**src/rtl/divv.sv**
```systemverilog
// Sequential unsigned restoring divider, one quotient bit per clock, start/busy/done handshake.
// Define DIVV_ZERO_CHECK_EN to short-cut zero divisors and raise div_by_zero; otherwise the flag stays 0.
module divv #(
  parameter int unsigned N = 20,
  parameter int unsigned M = 10
) (
  input  logic         clk,
  input  logic         reset,
  input  logic         start,
  input  logic [N-1:0] dividend,
  input  logic [M-1:0] divisor,
  output logic         busy,
  output logic         done,
  output logic [N-1:0] quotient,
  output logic [M-1:0] remainder,
  output logic         div_by_zero
);

  localparam int unsigned CW = $clog2(N + 1);

`ifdef DIVV_ZERO_CHECK_EN
  localparam bit ZERO_CHECK = 1'b1;
`else
  localparam bit ZERO_CHECK = 1'b0;
`endif

  localparam logic [1:0] IDLE = 2'd0;
  localparam logic [1:0] RUN  = 2'd1;
  localparam logic [1:0] DONE = 2'd2;

  logic [1:0]    state, state_next;
  logic [M:0]    rem, rem_next, t;
  logic [N-1:0]  q, q_next, quotient_next;
  logic [M-1:0]  d, d_next, remainder_next;
  logic [CW-1:0] cnt, cnt_next;
  logic          busy_next, done_next, dbz_next;

  // Next-state, datapath step and registered-output values
  always_comb begin
    state_next     = state;
    rem_next       = rem;
    q_next         = q;
    d_next         = d;
    cnt_next       = cnt;
    quotient_next  = quotient;
    remainder_next = remainder;
    dbz_next       = div_by_zero;
    busy_next      = 1'b0;
    done_next      = 1'b0;
    t              = {rem[M-1:0], q[N-1]};

    case (state)
      IDLE, DONE: begin
        if (start) begin
          q_next     = dividend;
          d_next     = divisor;
          rem_next   = '0;
          cnt_next   = CW'(N);
          state_next = RUN;
          busy_next  = !(ZERO_CHECK && divisor == '0);
          dbz_next   = 1'b0;
        end else begin
          state_next = IDLE;
        end
      end
      RUN: begin
        if (ZERO_CHECK && d == '0) begin
          // Zero divisor skips the loop; results match what the loop would produce
          state_next     = DONE;
          done_next      = 1'b1;
          quotient_next  = '1;
          remainder_next = q[M-1:0];
          dbz_next       = 1'b1;
        end else begin
          if (rem[M] || t >= {1'b0, d}) begin
            rem_next = t - {1'b0, d};
            q_next   = {q[N-2:0], 1'b1};
          end else begin
            rem_next = t;
            q_next   = {q[N-2:0], 1'b0};
          end
          cnt_next = cnt - CW'(1);
          if (cnt == CW'(1)) begin
            state_next     = DONE;
            done_next      = 1'b1;
            quotient_next  = q_next;
            remainder_next = rem_next[M-1:0];
          end else begin
            busy_next = 1'b1;
          end
        end
      end
      default: state_next = IDLE;
    endcase
  end

  always_ff @(posedge clk) begin
    if (reset) begin
      state       <= IDLE;
      rem         <= '0;
      q           <= '0;
      d           <= '0;
      cnt         <= '0;
      busy        <= 1'b0;
      done        <= 1'b0;
      quotient    <= '0;
      remainder   <= '0;
      div_by_zero <= 1'b0;
    end else begin
      state       <= state_next;
      rem         <= rem_next;
      q           <= q_next;
      d           <= d_next;
      cnt         <= cnt_next;
      busy        <= busy_next;
      done        <= done_next;
      quotient    <= quotient_next;
      remainder   <= remainder_next;
      div_by_zero <= dbz_next;
    end
  end

endmodule

```
**config.mk**
```make
export PLATFORM = sky130hd
export DESIGN_NAME = divv
export DESIGN_NICKNAME = d
export VERILOG_FILES = /design/src/rtl/divv.sv
export SDC_FILE = /design/constraint.sdc
export NUM_CORES = 1
export LEC_CHECK = 0
export CORE_MARGIN = 4
export CORE_UTILIZATION = 57
export CTS_CLUSTER_DIAMETER = 150
export DETAILED_ROUTE_END_ITERATION = 7
export PLACE_DENSITY_LB_ADDON = 0.25
export REMOVE_ABC_BUFFERS = 1
export SLEW_MARGIN = 20
export SYNTH_ARGS = -nofsm -noshare
export SYNTH_HDL_FRONTEND = slang
export SYNTH_SLANG_ARGS = --single-unit
```
**constraint.sdc**
```tcl
create_clock -name clk -period 3.05 [get_ports clk]
set_input_delay 0.305 -clock clk [delete_from_list [all_inputs] [get_ports clk]]
set_output_delay 0.305 -clock clk [all_outputs]
set_load 0.02 [all_outputs]
```
Yosys cells after proc, flatten, opt, wreduce, memory -nomap -nowiden
Cells that the tools add are included.
W data, S select, Z words.
{"block": "classes", "addsub": 2, "n_lt_le_gt_ge": 1, "n_eq_ne": 5, "n_mux": 15, "bitwise": 1, "n_reduce_logical": 8}
{"operator": "$pmux W20 S2", "n": 1}
{"operator": "$mux W11", "n": 2}
{"operator": "$pmux W11 S2", "n": 1}
{"operator": "$mux W20", "n": 1}
{"operator": "$ge A11 B10 Y1", "n": 1}
{"operator": "$sub A11 B10 Y11", "n": 1}
{"operator": "$pmux W5 S2", "n": 1}
{"operator": "$reduce_and A2 Y1", "n": 3}
{"operator": "$eq A5 B1 Y1 const B", "n": 1}
{"operator": "$mux W1", "n": 5}
{"operator": "$mux W5", "n": 1}
{"operator": "$sub A5 B1 Y5 const B", "n": 1}
{"operator": "$ne A2 B2 Y1 const B", "n": 2}
{"operator": "$pmux W2 S2", "n": 1}
{"operator": "$reduce_or A2 Y1", "n": 2}
{"operator": "$eq A2 B1 Y1 const B", "n": 1}
{"operator": "$eq A2 B2 Y1 const B", "n": 1}
{"operator": "$logic_not A2 Y1", "n": 1}
{"operator": "$mux W2", "n": 1}
{"operator": "$pmux W1 S2", "n": 1}
{"operator": "$reduce_bool A2 Y1", "n": 1}
{"operator": "$logic_or A1 B1 Y1", "n": 1}
{"operator": "$not A1 Y1", "n": 1}
{"block": "word_totals", "ff_bits": 80, "elab_cells": 41}

Depth between registers and ports, before layout
{"block": "logic_depth", "ltp_word": 4, "depth_mapped": 9, "ltp_nobuf": 9}

Worst setup path before layout
Ideal clock, no wire load.
{"block": "synth_timing", "path_type": "register -> register", "from": "register q[19]", "to": "register rem[8]", "arrival_time_ns": 1.941, "path_slack_ns": 0.976, "stages_incl_launch_ff": 10, "path_buffers": 0, "path_cell_list": "dfxtp_1 > inv_1 > ha_1 > inv_1 > fa_1 > a21o_1 > a221oi_2 > nor4_1 > o32ai_1 > o21ai_0"}
{"block": "synth_via", "elab_chain_len": 4, "word_cells_on_any_way": 5, "classes_between": "add/sub: 1; order compare: 1; mux: 2; reduce/logical: 1"}
{"item": "from (decl)", "line_no": "33", "text": "logic [N-1:0] q, q_next, quotient_next;"}
{"item": "from (signal assigned)", "line_no": "112", "text": "q <= q_next;"}
{"item": "$ge A11 B10 Y1", "line_no": "75", "text": "if (rem[M] || t >= {1'b0, d}) begin"}
{"item": "$logic_or A1 B1 Y1", "line_no": "75"}
{"item": "$mux W11 (*)", "line_no": "75"}
{"item": "$pmux W11 S2 (*)", "line_no": "52", "text": "case (state)"}
{"item": "to (signal assigned)", "line_no": "111", "text": "rem <= rem_next;"}
{"item": "to (decl)", "line_no": "32", "text": "logic [M:0] rem, rem_next, t;"}
Mark *: on every way between the ends. The rest lies on a longest branch, timed or not.
A chain may end at the register's enable or synchronous reset.

Worst setup path after layout
Ends and elaborated chain as after synthesis.

==> impl.org <==
** Status
- Result of the run :: finished, final reports clean

** STA
- The final hold violation count came to 0.
- Worst Clk Skew :: 0.00877 ns
- In the final timing run, aggregate negative setup slack is 0 ns.
- Setup violations remaining at the end of the flow were counted as 0.
- Measured slew at the worst slew-check pin :: 0.869 ns
- Timing would allow up to 415 MHz.
- Worst rel slew slack :: 42.0%
- Final count of pins violating max slew :: 0
- Counting I/O delays and the setup requirement, the final critical path takes 2.41 ns.
- Setup repair after global routing left no endpoint under its margin.
- Fin crit share :: 79.1%

** Clock tree
- The root buffer cell chosen for the clock tree is sky130_fd_sc_hd__clkbuf_8.
- Buffers from clock root to sink, at most :: 2
- Post-CTS Setup Inserts :: 0
- In this run, post-CTS repair resized a total of 0 instances.
- Deepest level of the CTS H-tree :: 3
- Number of sinks handled by clock tree synthesis :: 80
- Worst skew pair latency :: 0.35 ns
- Clock tree synthesis inserted a total of 9 buffers.
- After clock tree synthesis, the flow added hold-fix buffers numbering 0.
- Clock slew at reported path FFs :: 0.09 ns
- Clock tree from TritonCTS :: yes

** Drt
- Antenna-violating nets left :: 0
- Total iterations of the first detailed-routing run :: 4
- Per-cell routed wire length :: 16.1 um
- For this block, the via count after detailed routing is 3,495.
- DRC viols :: 0
- Mean number of vias per cell :: 5.91
- Total routed wirelength :: 9.54 mm
- Violation count after the first detailed-routing iteration :: 180

** Power
- Combinational logic is responsible for 51.6% of the overall power.
- Switch share :: 44.3%
- The internal portion of the total power is 2.44 mW.
- The clock network accounts for 19.7% of the total power.
- Leakage power summed over all cells :: 1.65 nW
- Reported net switching power :: 1.94 mW
- Power comes to 4.38 mW.
- Sequential share of power :: 28.7%
- IR Drop Worst-Case VDD :: 0.654 mV
- Power spread over the standard cell area amounts to 944 mW/mm2.

** Floorplanning
- Measured along the y axis, the die boundary spans 89.5 um.
- Area of the die :: 0.00800 mm2
- Core region area :: 0.00639 mm2
- Top-Level Pins :: 66
- Initial Utilization :: 59.2%
- Horiz. Die Dim :: 89.5 um
- Number of core rows :: 29

** Setup path
- The setup path with the least slack is of type reg2reg.
- Critical path's largest stage delay :: 0.42 ns
- Crit path buf inv count :: 2
- CP dominant cell by count :: sky130_fd_sc_hd__inv_1
- Among cell families on the critical path, the largest total delay comes from compound AO/OA/AOI/OAI gates.
- Chain of cells forming the critical path :: inv_1 > ha_1 > inv_1 > fa_1 > a21o_1 > a221oi_2 > nor4_1 > o32ai_1 > o21ai_0
- Library cell contributing the largest single delay on the critical path :: sky130_fd_sc_hd__o32ai_1
- Arrival time at the worst endpoint :: 2.64 ns
- Type of destination of the critical path :: register
- In this run the worst path has a maximum fanout of 4.
- For the worst setup path, the data required time is 3.28 ns.
- Worst Setup Start Kind :: register

** Finish
- After filler insertion, the fill cell instance count of the layout stands at 506.
- After routing the design area is 0.00465 mm2.
- Post-route insts no fill :: 591
- 0 antenna diodes ended up in the layout.
- Count of nets after finishing :: 556
- Layout overhead on the synthesized area :: 22.8%
- Fraction of layout cells with a size suffix above 1 :: 8.56%

** Hold path
- The worst hold path belongs to the class in2reg.

** Synthesis
- Portion of synthesized cell area occupied by the leading cell type :: 42.3%
- Sorting the synthesized cells by area gives the leading types as sky130_fd_sc_hd__dfxtp_1 (42%), sky130_fd_sc_hd__nand2_1 (9.3%), sky130_fd_sc_hd__a21oi_1 (8.3%), sky130_fd_sc_hd__a22oi_1 (4.0%), sky130_fd_sc_hd__ha_1 (4.0%).
- Synth Flop Type :: sky130_fd_sc_hd__dfxtp_1
- Synthesized area per cell :: 8.28 um2
- The cell count after synthesis came out at 457.
- Synthesized cell area :: 0.00378 mm2
- Area leader, netlist :: sky130_fd_sc_hd__dfxtp_1
- Number of enable flip-flop cells after synthesis :: 0
- Of all flip-flops after synthesis, the portion carrying an async set or reset was 0%.
- Counting flops and latches in the post-synthesis netlist gives 80.
- After synthesis, flip-flops and latches occupy 42.3% of the total area.
- During synthesis, Yosys emitted a total of 0 warnings.
- The synthesized netlist contains 66 unique library cells.

** GRT
- Entering global routing, the biggest net connects 37 pins.
- The first global-routing pass estimated 15.2 mm of wire.
- In the global route stage, overall resource usage came out at 24.4%.
- Gr ovfl total :: 0
- The number of antenna violations at the first check in global routing is 0.
- The via count of the first global-routing pass was 3,259.

** Placed design
- RePlAce Congestion :: 0.913
- After detailed placement, the total cell area comes to 0.00443 mm2.
- Inst Count DP :: 576
- Buffers on Ports :: 64
- Detailed placement ended at an HPWL of 6.59 mm.

** Flow run
- Count of max-cap constraint violations :: 0
## logic make-up (layout without fill, tap and decap cells)
| group | after synthesis | count (layout) | share of synthesized area (%) |
|---|---|---|---|
| buf+inv | 50 | 107 | 6.12 |
| flops | 80 | 80 | 42.3 |
| fa+ha+maj | 13 | 13 | 4.50 |
| compound gates | 144 | 144 | 25.7 |
| mux | 1 | 1 | 0.265 |
| other cells | 1 | 1 | 0.0991 |
| xor+xnor | 5 | 5 | 1.16 |
| simple gates | 163 | 163 | 19.8 |
## cell type report
type                    instances  area (um2)  share of cell area [%]
inverters                      18        67.6                    1.45
well taps                      77        96.3                    2.07
clock buffers                   9         124                    2.67
repair buffers                 74         711                    15.3
flip-flops and latches         80        1600                    34.5
multi-input cells             327        1950                    42.0
clock inverters                 6        93.8                    2.02
## layout by cell type (no fill, tap or decap), types with 2 or more instances in the layout
cell type	count
sky130_fd_sc_hd__nand2_1	94
sky130_fd_sc_hd__and2_1	3
sky130_fd_sc_hd__clkdlybuf4s50_1	63
sky130_fd_sc_hd__inv_1	18
sky130_fd_sc_hd__a31oi_1	3
sky130_fd_sc_hd__clkbuf_8	9
sky130_fd_sc_hd__a311oi_1	6
sky130_fd_sc_hd__a22o_1	2
sky130_fd_sc_hd__and3_1	2
sky130_fd_sc_hd__o211ai_1	5
sky130_fd_sc_hd__o21a_1	2
sky130_fd_sc_hd__nand2b_1	4
sky130_fd_sc_hd__xor2_1	2
sky130_fd_sc_hd__ha_1	12
sky130_fd_sc_hd__bufinv_16	2
sky130_fd_sc_hd__o31ai_1	5
sky130_fd_sc_hd__a21oi_1	63
sky130_fd_sc_hd__a32o_1	2
sky130_fd_sc_hd__nand4_1	4
sky130_fd_sc_hd__dfxtp_1	80
sky130_fd_sc_hd__nor3_1	8
sky130_fd_sc_hd__nor2_1	23
sky130_fd_sc_hd__buf_4	10
sky130_fd_sc_hd__a31o_2	2
sky130_fd_sc_hd__nor3b_1	3
sky130_fd_sc_hd__clkinv_4	2
sky130_fd_sc_hd__o21ai_0	12
sky130_fd_sc_hd__xnor2_1	3
sky130_fd_sc_hd__nand3_1	8
sky130_fd_sc_hd__a22oi_1	20
sky130_fd_sc_hd__a211oi_1	5
## layer usage
metal / part of all wire [%] / wire, um / vias up / GRT usage [%]
met2: 47 / 4520 / 100 / 38.9
met1: 46 / 4430 / 1661 / 32.8
met3: 4.4 / 416 / 16 / 3.41
li1: - / - / 1718 / -
met5: 0 / 0 / - / 0
met4: 1.8 / 170 / 0 / 10.8
## through the flow
| stage | worst slack [ns] | util, % | hold slack (ns) |
|---|---|---|---|
| final | 0.638 | 72.7 | 0.338 |
| after global routing | 0.470 | 72.7 | 0.360 |
| after CTS | 0.679 | 72.7 | 0.318 |
| after detailed placement | 0.691 | 69.3 | 0.447 |
| after global placement | 0.758 | 69.3 | 0.442 |
| after floorplan | 0.550 | - | 0.374 |
## synth_stat cells, types with 2 or more instances
| library cell | count |
|---|---|
| sky130_fd_sc_hd__buf_6 | 2 |
| sky130_fd_sc_hd__nor3_1 | 8 |
| sky130_fd_sc_hd__buf_2 | 5 |
| sky130_fd_sc_hd__a32o_1 | 2 |
| sky130_fd_sc_hd__nor2b_1 | 2 |
| sky130_fd_sc_hd__o21ai_0 | 12 |
| sky130_fd_sc_hd__dfxtp_1 | 80 |
| sky130_fd_sc_hd__buf_1 | 3 |
| sky130_fd_sc_hd__clkbuf_1 | 17 |
| sky130_fd_sc_hd__nor3b_1 | 3 |
| sky130_fd_sc_hd__a22oi_1 | 20 |
| sky130_fd_sc_hd__nand4_1 | 4 |
| sky130_fd_sc_hd__nand3_1 | 8 |
| sky130_fd_sc_hd__and2_1 | 3 |
| sky130_fd_sc_hd__ha_1 | 12 |
| sky130_fd_sc_hd__a31oi_1 | 3 |
| sky130_fd_sc_hd__o31ai_1 | 5 |
| sky130_fd_sc_hd__xor2_1 | 2 |
| sky130_fd_sc_hd__a31o_2 | 2 |
| sky130_fd_sc_hd__xnor2_1 | 3 |
| sky130_fd_sc_hd__buf_4 | 3 |
| sky130_fd_sc_hd__a311oi_1 | 6 |
| sky130_fd_sc_hd__nand2b_1 | 4 |
| sky130_fd_sc_hd__a211oi_1 | 5 |
| sky130_fd_sc_hd__a22o_1 | 2 |
| sky130_fd_sc_hd__nand2_1 | 94 |
| sky130_fd_sc_hd__a21oi_1 | 63 |
| sky130_fd_sc_hd__inv_1 | 18 |
| sky130_fd_sc_hd__and3_1 | 2 |
| sky130_fd_sc_hd__nor2_1 | 23 |
| sky130_fd_sc_hd__o21a_1 | 2 |
| sky130_fd_sc_hd__o211ai_1 | 5 |
## power by group through the flow
stage	clock network, mW	logic (mW)	registers [mW]
floorplan	0	1.63	1.25
global placement	0	2.17	1.27
detailed placement	0	2.21	1.28
CTS	0.871	2.22	1.25
global route	0.919	2.46	1.27
finish	0.864	2.26	1.26
## flip-flops by register name (all words and copies together) (netlist names), 2 cells and up
register / cells
quotient: 20
cnt: 5
remainder: 10
d: 10
state: 2
q: 20
rem: 11
## final timing paths
path / startpoint / slack (ns) / depth (start not counted) / to
min: reset / 0.34 / 2 / quotient[11]
min reg2reg: quotient[19] / 0.46 / 2 / quotient[19]
max: q[19] / 0.64 / 9 / rem[8]
max reg2reg: q[19] / 0.64 / 9 / rem[8]
No activity file was read; power rests on OpenSTA's default activity.
